## src/rtl/trap_controller_if.sv

```systemverilog
// Fetch redirect channel between trap_controller (master) and the fetch stage (slave).
// valid/ready: the master raises redirect_valid_o with a stable redirect_pc_o until
// redirect_ready_i is seen high; the transfer happens in that valid&ready cycle.
interface trap_controller_if;
  logic        redirect_valid_o;
  logic [31:0] redirect_pc_o;
  logic        redirect_ready_i;

  modport master (
    output redirect_valid_o,
    output redirect_pc_o,
    input  redirect_ready_i
  );

  modport slave (
    input  redirect_valid_o,
    input  redirect_pc_o,
    output redirect_ready_i
  );
endinterface

```

## src/rtl/trap_controller.sv

```systemverilog
// Machine-mode trap entry / MRET sequencer: arbitrate, flush, strobe csr_unit, redirect fetch.
// Optional macro TRAP_VECTORED_EN: interrupts with mtvec mode 01 vector to base + 4*code.
module trap_controller #(
  parameter int unsigned FLUSH_TIMEOUT = 16
) (
  input  logic              clk_i,
  input  logic              rst_i,
  input  logic              exc_valid_i,
  input  logic [3:0]        exc_code_i,
  input  logic [31:0]       exc_pc_i,
  input  logic              irq_ext_i,
  input  logic              irq_sw_i,
  input  logic              irq_timer_i,
  input  logic [2:0]        irq_en_i,
  input  logic              mie_i,
  input  logic [31:0]       int_pc_i,
  input  logic              mret_i,
  input  logic [31:0]       mtvec_i,
  input  logic [31:0]       mepc_i,
  output logic              flush_req_o,
  input  logic              flush_ack_i,
  output logic              csr_exception_o,
  output logic [31:0]       csr_exception_pc_o,
  output logic [31:0]       csr_exception_cause_o,
  output logic              csr_mret_o,
  trap_controller_if.master rd,
  output logic              busy_o,
  output logic              flush_timeout_o,
  output logic [2:0]        dbg_state_o
);

  typedef enum logic [2:0] {
    ST_IDLE     = 3'd0,
    ST_FLUSH    = 3'd1,
    ST_COMMIT   = 3'd2,
    ST_RET      = 3'd3,
    ST_REDIRECT = 3'd4
  } state_e;

  localparam int unsigned CW = (FLUSH_TIMEOUT > 0) ? $clog2(FLUSH_TIMEOUT + 1) : 1;

  state_e         state_q, state_d;
  logic [31:0]    pc_q, pc_d;
  logic [31:0]    cause_q, cause_d;
  logic [CW-1:0]  cnt_q, cnt_d;
  logic           timeout_q, timeout_d;
  logic           flush_req_q, flush_req_d;
  logic           exc_stb_q, exc_stb_d;
  logic [31:0]    exc_pc_out_q, exc_pc_out_d;
  logic [31:0]    exc_cause_out_q, exc_cause_out_d;
  logic           mret_stb_q, mret_stb_d;
  logic           rd_valid_q, rd_valid_d;
  logic [31:0]    rd_pc_q, rd_pc_d;
  logic           busy_q, busy_d;

  logic [2:0]     pending;
  logic [3:0]     irq_code;
  logic [CW-1:0]  cnt_inc;
  logic           timeout_hit;
  logic [31:0]    vec_base;
  logic [31:0]    trap_vector;

  always_comb begin
    // pending is ordered by priority: MEI, MSI, MTI
    pending = {irq_ext_i & irq_en_i[2], irq_sw_i & irq_en_i[0], irq_timer_i & irq_en_i[1]};
    if (pending[2])      irq_code = 4'd11;
    else if (pending[1]) irq_code = 4'd3;
    else                 irq_code = 4'd7;

    cnt_inc     = cnt_q + CW'(1);
    timeout_hit = (FLUSH_TIMEOUT != 0) && (cnt_inc == CW'(FLUSH_TIMEOUT));

    vec_base = mtvec_i & ~32'h3;
`ifdef TRAP_VECTORED_EN
    if (cause_q[31] && (mtvec_i[1:0] == 2'b01)) trap_vector = vec_base + {26'b0, cause_q[3:0], 2'b00};
    else                                         trap_vector = vec_base;
`else
    trap_vector = vec_base;
`endif

    state_d   = state_q;
    pc_d      = pc_q;
    cause_d   = cause_q;
    cnt_d     = cnt_q;
    timeout_d = timeout_q;
    rd_pc_d   = rd_pc_q;

    unique case (state_q)
      ST_IDLE: begin
        if (exc_valid_i) begin
          pc_d    = exc_pc_i;
          cause_d = {28'b0, exc_code_i};
          state_d = ST_FLUSH;
        end else if (mret_i) begin
          state_d = ST_RET;
        end else if (mie_i && (pending != 3'b000)) begin
          pc_d    = int_pc_i;
          cause_d = {1'b1, 27'b0, irq_code};
          state_d = ST_FLUSH;
        end
      end
      ST_FLUSH: begin
        // An ack arriving in the same cycle the budget runs out is a clean drain.
        if (flush_ack_i) begin
          cnt_d   = '0;
          state_d = ST_COMMIT;
        end else if (timeout_hit) begin
          cnt_d     = '0;
          timeout_d = 1'b1;
          state_d   = ST_COMMIT;
        end else begin
          cnt_d = cnt_inc;
        end
      end
      ST_COMMIT: begin
        rd_pc_d = trap_vector;
        state_d = ST_REDIRECT;
      end
      ST_RET: begin
        rd_pc_d = mepc_i & ~32'h3;
        state_d = ST_REDIRECT;
      end
      ST_REDIRECT: begin
        if (rd.redirect_ready_i) begin
          rd_pc_d = '0;
          state_d = ST_IDLE;
        end
      end
      default: begin
        state_d = ST_IDLE;
      end
    endcase

    // Outputs are registered images of the next state so they line up with it.
    flush_req_d     = (state_d == ST_FLUSH);
    exc_stb_d       = (state_d == ST_COMMIT);
    exc_pc_out_d    = (state_d == ST_COMMIT) ? pc_d : 32'h0;
    exc_cause_out_d = (state_d == ST_COMMIT) ? cause_d : 32'h0;
    mret_stb_d      = (state_d == ST_RET);
    rd_valid_d      = (state_d == ST_REDIRECT);
    busy_d          = (state_d != ST_IDLE);
  end

  always_ff @(posedge clk_i) begin
    if (rst_i) begin
      state_q         <= ST_IDLE;
      pc_q            <= '0;
      cause_q         <= '0;
      cnt_q           <= '0;
      timeout_q       <= 1'b0;
      flush_req_q     <= 1'b0;
      exc_stb_q       <= 1'b0;
      exc_pc_out_q    <= '0;
      exc_cause_out_q <= '0;
      mret_stb_q      <= 1'b0;
      rd_valid_q      <= 1'b0;
      rd_pc_q         <= '0;
      busy_q          <= 1'b0;
    end else begin
      state_q         <= state_d;
      pc_q            <= pc_d;
      cause_q         <= cause_d;
      cnt_q           <= cnt_d;
      timeout_q       <= timeout_d;
      flush_req_q     <= flush_req_d;
      exc_stb_q       <= exc_stb_d;
      exc_pc_out_q    <= exc_pc_out_d;
      exc_cause_out_q <= exc_cause_out_d;
      mret_stb_q      <= mret_stb_d;
      rd_valid_q      <= rd_valid_d;
      rd_pc_q         <= rd_pc_d;
      busy_q          <= busy_d;
    end
  end

  assign flush_req_o           = flush_req_q;
  assign csr_exception_o       = exc_stb_q;
  assign csr_exception_pc_o    = exc_pc_out_q;
  assign csr_exception_cause_o = exc_cause_out_q;
  assign csr_mret_o            = mret_stb_q;
  assign rd.redirect_valid_o   = rd_valid_q;
  assign rd.redirect_pc_o      = rd_pc_q;
  assign busy_o                = busy_q;
  assign flush_timeout_o       = timeout_q;
  assign dbg_state_o           = state_q;

endmodule
```

## src/flat_wrapper.sv

```systemverilog
// flat-port wrapper written by rule: the top's interface ports become plain ports
module trap_controller_flat 
#(
  parameter int unsigned FLUSH_TIMEOUT = 16
)
  (clk_i, rst_i, exc_valid_i, exc_code_i, exc_pc_i, irq_ext_i, irq_sw_i, irq_timer_i, irq_en_i, mie_i, int_pc_i, mret_i, mtvec_i, mepc_i, flush_req_o, flush_ack_i, csr_exception_o, csr_exception_pc_o, csr_exception_cause_o, csr_mret_o, busy_o, flush_timeout_o, dbg_state_o, rd_redirect_valid_o, rd_redirect_pc_o, rd_redirect_ready_i);
  trap_controller_if rd_i ();
  input  logic clk_i;
  input  logic rst_i;
  input  logic exc_valid_i;
  input  logic [3:0] exc_code_i;
  input  logic [31:0] exc_pc_i;
  input  logic irq_ext_i;
  input  logic irq_sw_i;
  input  logic irq_timer_i;
  input  logic [2:0] irq_en_i;
  input  logic mie_i;
  input  logic [31:0] int_pc_i;
  input  logic mret_i;
  input  logic [31:0] mtvec_i;
  input  logic [31:0] mepc_i;
  output logic flush_req_o;
  input  logic flush_ack_i;
  output logic csr_exception_o;
  output logic [31:0] csr_exception_pc_o;
  output logic [31:0] csr_exception_cause_o;
  output logic csr_mret_o;
  output logic busy_o;
  output logic flush_timeout_o;
  output logic [2:0] dbg_state_o;
  output wire logic [$bits(rd_i.redirect_valid_o)-1:0] rd_redirect_valid_o;
  output wire logic [$bits(rd_i.redirect_pc_o)-1:0] rd_redirect_pc_o;
  input wire logic [$bits(rd_i.redirect_ready_i)-1:0] rd_redirect_ready_i;
  assign rd_redirect_valid_o = rd_i.redirect_valid_o;
  assign rd_redirect_pc_o = rd_i.redirect_pc_o;
  assign rd_i.redirect_ready_i = rd_redirect_ready_i;
  trap_controller #(.FLUSH_TIMEOUT(FLUSH_TIMEOUT)) u_core (.clk_i(clk_i), .rst_i(rst_i), .exc_valid_i(exc_valid_i), .exc_code_i(exc_code_i), .exc_pc_i(exc_pc_i), .irq_ext_i(irq_ext_i), .irq_sw_i(irq_sw_i), .irq_timer_i(irq_timer_i), .irq_en_i(irq_en_i), .mie_i(mie_i), .int_pc_i(int_pc_i), .mret_i(mret_i), .mtvec_i(mtvec_i), .mepc_i(mepc_i), .flush_req_o(flush_req_o), .flush_ack_i(flush_ack_i), .csr_exception_o(csr_exception_o), .csr_exception_pc_o(csr_exception_pc_o), .csr_exception_cause_o(csr_exception_cause_o), .csr_mret_o(csr_mret_o), .rd(rd_i), .busy_o(busy_o), .flush_timeout_o(flush_timeout_o), .dbg_state_o(dbg_state_o));
endmodule
```

## config.mk

```make
export PLATFORM = sky130hd
export DESIGN_NAME = trap_controller_flat
export DESIGN_NICKNAME = d
export VERILOG_FILES = /design/src/rtl/trap_controller_if.sv /design/src/rtl/trap_controller.sv /design/src/flat_wrapper.sv
export SDC_FILE = /design/constraint.sdc
export NUM_CORES = 1
export LEC_CHECK = 0
export ABC_AREA = 1
export CAP_MARGIN = 40
export CORE_ASPECT_RATIO = 0.75
export CORE_MARGIN = 5
export CORE_UTILIZATION = 47
export DETAILED_ROUTE_END_ITERATION = 12
export MAX_ROUTING_LAYER = met4
export PLACE_DENSITY_LB_ADDON = 0.2
export SYNTH_ARGS = -nofsm -noshare
export SYNTH_HDL_FRONTEND = slang
export SYNTH_SLANG_ARGS = --single-unit
```

## constraint.sdc

```tcl
create_clock -name clk_i -period 4 [get_ports clk_i]
set_input_delay 0.6 -clock clk_i [delete_from_list [all_inputs] [get_ports clk_i]]
set_output_delay 0.6 -clock clk_i [all_outputs]
set_load 0.005 [all_outputs]
```

After elaboration in Yosys (flattened, before gate mapping)

Index checks and enable logic that the tools add are counted.

Muxes and demuxes: 21
Reductions and logical operators: 9
Equal/unequal tests: 10
Bitwise logic cells: 5
Add/sub/neg operators: 1

Operator list:

| operator              | number |
|---|---|
| $mux W32              | 9 |
| $pmux W32 S3          | 1 |
| $mux W3               | 7 |
| $eq A3 B2 Y1 const B  | 4 |
| $pmux W3 S4           | 1 |
| $mux W5               | 2 |
| $reduce_bool A3 Y1    | 3 |
| $eq A3 B1 Y1 const B  | 2 |
| $eq A3 B3 Y1 const B  | 2 |
| $add A5 B1 Y5 const B | 1 |
| $eq A5 B5 Y1 const B  | 1 |
| $mux W4               | 1 |
| $reduce_or A2 Y1      | 2 |
| $and A1 B1 Y1         | 3 |
| $logic_not A3 Y1      | 1 |
| $reduce_and A3 Y1     | 1 |
| $ne A2 B2 Y1 const B  | 1 |
| $not A1 Y1            | 2 |
| $reduce_and A2 Y1     | 1 |
| $logic_and A1 B1 Y1   | 1 |

Input port bits: 145
Output and inout port bits: 105
Word-level logic and storage cells: 59
Register bits after elaboration: 174

Depth between registers and ports, before layout

Word-level depth: 10
Gate-level depth with buffers: 11
Depth with buffers taken out: 10

Worst setup path before layout

No wires, ideal clock.

Kind: input to register
Start: input irq_ext_i
End: register u_core.exc_cause_out_q[2], in the netlist u_core.csr_exception_cause_o[2]
Cell stages on the path: 7
Data required time: 3935 ps
Path slack: 2476 ps
Library setup time: 65 ps
Arrival: 1459 ps
Path buffers: 1
Cells stage by stage: nand2_1 nand3_1 nand3_2 clkbuf_1 nand3_1 nand3_1 nor2b_1

Word-level cells in the longest chain between the ends: 10
Elaborated cells on any way between the ends: 15
Those cells by class: eq/ne: 1; mux: 9; bitwise: 2; reduce/logical: 3

RTL lines:

| item                              | line                   | RTL |
|---|---|---|
| start: declaration                | flat_wrapper.sv:13     | `input logic irq_ext_i;` |
| $and A1 B1 Y1 *                   | trap_controller.sv:65  | `pending = {irq_ext_i & irq_en_i[2], irq_sw_i & irq_en_i[0], irq_timer_i & irq_en_i[1]};` |
| $reduce_bool A3 Y1                | trap_controller.sv:96  | `end else if (mie_i && (pending != 3'b000)) begin` |
| $logic_and A1 B1 Y1               | trap_controller.sv:96  |  |
| $mux W3                           | trap_controller.sv:96  |  |
| $mux W3                           | trap_controller.sv:94  | `end else if (mret_i) begin` |
| $mux W3                           | trap_controller.sv:90  | `if (exc_valid_i) begin` |
| $pmux W3 S4                       | trap_controller.sv:88  | `unique case (state_q)` |
| $eq A3 B2 Y1                      | trap_controller.sv:138 | `exc_cause_out_d = (state_d == ST_COMMIT) ? cause_d : 32'h0;` |
| $not A1 Y1 (no source line)       | n/a                    |  |
| $reduce_or A2 Y1 (no source line) | n/a                    |  |
| end signal: assignment            | trap_controller.sv:168 | `exc_cause_out_q <= exc_cause_out_d;` |
| end: declaration                  | trap_controller.sv:50  | `logic [31:0] exc_cause_out_q, exc_cause_out_d;` |

Every way passes the cells marked *; elsewhere a longest branch is shown, timed or not.
A chain may end at the register's enable or synchronous reset.

Final worst setup path

Start: register u_core.state_q[1], in the netlist u_core.dbg_state_o[1]
End: output dbg_state_o[1]

RTL lines:

| item                     | line                   | RTL |
|---|---|---|
| start: declaration       | trap_controller.sv:42  | `state_e state_q, state_d;` |
| start signal: assignment | trap_controller.sv:160 | `state_q <= state_d;` |
| end: declaration         | flat_wrapper.sv:30     | `output logic [2:0] dbg_state_o;` |

No word-level cell between the ends.

==> metrics.md <==
| Metric | Value |
|---|---|
| Overall die width | 143 µm |
| Fin nets | 1153 |
| Least-Margin Pin Slew | between 0.8 and 0.9 ns |
| Synth Register Bits | 172 |
| Synth area leaders | dfxtp_1, nor2_1, nand2_1 |
| Commonest non-fill, non-tap cells in the layout | clkdlybuf4s50_1, dfxtp_1, nor2_1 |
| Worst slew margin | 44.5% |
| Clock Tree Root | clkbuf_16 |
| Worst-Skew Late Latency | 0.42 ns |
| RePlAce Congestion | 0.844 |
| Worst Reg-to-Reg Cells | 8 |
| Critical path fanouts, max | 32 |
| PD cells | 452 nW/µm² |
| FF-to-FF Start | u_core.dbg_state_o[0] |
| IO Port Bufs | roughly 240 |
| Worst setup margin | 1.56 ns |
| Maximum clock path buffer count | 2 |
| Area growth syn-to-layout | 49.0% |
| Max Clk Rate | roughly 0.41 GHz |
| Library cells used by synthesis | 26 |
| Initial core utilization | 48.1% |
| Cell taking the most area after synthesis | dfxtp_1 |
| Clk sink count | 172 |
| Met1 usage in global routing | 29.8% |
| Internal power | between 3 and 4 mW |
| Final setup viols | 0 |
| Seq/Total Area, Yosys | 54.8% |
| Period utilisation layout | ~60% |
| CP endpoint | dbg_state_o[1] |
| Worst vdd ir | 0.000342 V |
| Max-slew violations | 0 |
| Unrepaired setup endpoints after global routing | false |
| Combinational Power Share | 16.7% |
| Clock transition at path regs | roughly 0.08 ns |
| TNS Setup | 0 ns |
| Fin. Hold Viols | 0 |
| Routed WL | approximately 18 mm |
| # IOs | 250 |
| Clock Skews | approximately 0.014 ns |
| Avg Cell Area, Syn | 7.94 µm² |
| Wire length per cell | about 15 µm |
| CTS tree | built |
| Crit path arrival time | 1.84 ns |
| Switching share of power | between 20 and 30% |
| Yosys warns | 0 |
| Slowest CP cell | clkdlybuf4s50_1 |
| Cts repair resizes | 0 |
| 1st-iter DRT viols | roughly 290 |
| Initial antenna violation count | 0 |
| Max-cap viol count | 0 |
| Filler cell count | roughly 1100 |
| Crit-path max cell delay | just under 0.6 ns |
| Min cycle time layout | 2.44 ns |
| Fraction of layout cells with a size suffix above 1 | 5.59% |
| Worst setup SP type | register |
| Sequential share of power | 43.7% |
| Net Sw Power | 1.21 mW |
| Worst min-delay path class | register to register |
| Gate Count Post-Synth | 791 |
| First-pass GRT wire length | 28.0 mm |
| Met3 GRT Util | 6.25% |
| Most common cell after layout, fill and taps aside | clkdlybuf4s50_1 |
| # Post-CTS Setup Buffers | 0 |
| CP Depth | 2 |
| ANT nets after route | 0 |
| Htree depth | 4 |
| Antenna Cells | 0 |
| Multi-input logic area | around 2300 µm² |
| Hold_buf cts | 0 |
| Worst path top cell family by delay | buffers and inverters |
| Final non-filler cell total | 1191 |
| Total congestion overflow | 0 |
| Inserted Clock Buffers | 17 |
| Clock Power Share | 39.6% |
| Pre-CTS setup slack | 1.36 ns |
| Site Rows | 36 |
| Height of the chip | 110 µm |
| Worst Path Required | 3.40 ns |
| Area of the mapped netlist | approximately 6300 µm² |
| Critical path launch point | u_core.dbg_state_o[1] |
| Post-Place Cells | 1159 |
| Kind of end point of the critical path | primary output |
| Routed via count | 5898 |
| Register area | roughly 3400 µm² |
| Global routing's busiest layer | met2 |
| R2R Path End | u_core.rd.redirect_pc_o[17] |
| Total GRT Usage | 23.0% |
| WP buf/inv | 2 |
| Crit path kind | register to primary output |
| GR met2 Demand/Resource | a little over a third |
| Area share of the largest cell type after synthesis | between 50% and 60% |
| LEAKAGE | 3.73 nW |
| First-pass DRT Iterations | 5 |
| Vias in the first global route | ~5500 |
| Routed vias/inst | 4.95 |
| CORE AREA | ~13000 µm² |
| Status | finished, final reports clean |
| R2R setup slack | 1.57 ns |
| HPWL after DPL | 11.9 mm |
| Maximum number of pins on one net before global-route repair | 56 |
| Crit path cell chain | buf_4 -> clkdlybuf4s50_1 |
| Detailed-route DRC error count | 0 |
| Die area | 15800 µm² |
| WHS Path Cells | 2 |
## how the worst min path moves through the flow
| stage | startpoint | slack [ns] | to |
|---|---|---|---|
| CTS | u_core.cause_q[19] | 0.45 | u_core.cause_q[19] |
| detailed placement | u_core.cause_q[9] | 0.44 | u_core.cause_q[9] |
| floorplan | u_core.cause_q[10] | 0.43 | u_core.cause_q[10] |
| global route | u_core.cause_q[19] | 0.47 | u_core.cause_q[19] |
| finish | u_core.cause_q[30] | 0.45 | u_core.cause_q[30] |
| global placement | u_core.cause_q[6] | 0.44 | u_core.cause_q[6] |
## metal layers
layer  up-vias  wire length (µm)
met3        26              1300
met4         0               297
li1       3007                 -
met5         -                 0
met2       177              8430
met1      2688              7830
## metrics by stage
step	hold slack [ns]	power, mW	util (%)	instance area, µm²
2_1_floorplan	0.425	2.26	-	6280
3_3_place_gp	0.436	2.59	66.8	8720
3_5_place_dp	0.441	2.59	66.8	8720
4_1_cts	0.451	4.27	71.6	9360
5_1_grt	0.471	4.44	71.6	9360
6_report	0.448	4.23	71.6	9360
## synthesized netlist by cell type (all sizes together)
cell    count
a21oi       6
nor2b      16
nor2      145
dfxtp     172
ha          1
nand2     129
nand4      33
o22ai       2
inv        52
nand3b      1
clkbuf     31
conb        1
clkinv      1
o21ai      50
buf        29
nand3      92
a31oi      30
## area by class of cell
type	count	share of cell area [%]
clock inverter	15	2.23
multi-input combinational	507	25.0
timing repair buffer	256	27.0
inverter	53	2.13
tap	171	2.29
clock buffer	17	4.55
sequential	172	36.8
## state kept, by name, indices dropped and copies added, names as in the netlist
name and count:
u_core.busy_o 1, u_core.cause_q 32, u_core.cnt_q 5, u_core.csr_exception_cause_o 32, u_core.csr_exception_o 1, u_core.csr_exception_pc_o 32
u_core.csr_mret_o 1, u_core.dbg_state_o 3, u_core.flush_req_o 1, u_core.flush_timeout_o 1, u_core.pc_q 32, u_core.rd.redirect_pc_o 30
u_core.rd.redirect_valid_o 1
## worst register-to-register path, delay by kind of cell, from the launching register on
kind,cells,cell delay [ns]
buffers and inverters,4,0.99
AOI/OAI and AO/OA,3,0.99
and+or+nand+nor,1,0.09
DFF,1,0.30
## logic make-up after synthesis
logic type | count (synthesis) | synth area share (%)
AOI/OAI and AO/OA | 88 | 7.71
buffers and inverters | 113 | 8.15
and+or+nand+nor | 416 | 29.1
DFF | 172 | 54.8
other | 1 | 0.0597
adders and majority gates | 1 | 0.199
## power by group through the flow
| stage | Combinational [mW] | Sequential (mW) | Clock (mW) |
|---|---|---|---|
| finish | 0.707 | 1.85 | 1.67 |
| global route | 0.783 | 1.86 | 1.80 |
| CTS | 0.713 | 1.85 | 1.71 |
| detailed placement | 0.706 | 1.89 | 0 |
| global placement | 0.704 | 1.88 | 0 |
| floorplan | 0.370 | 1.89 | 0 |
Note: power is estimated with default switching activity, not from simulation.
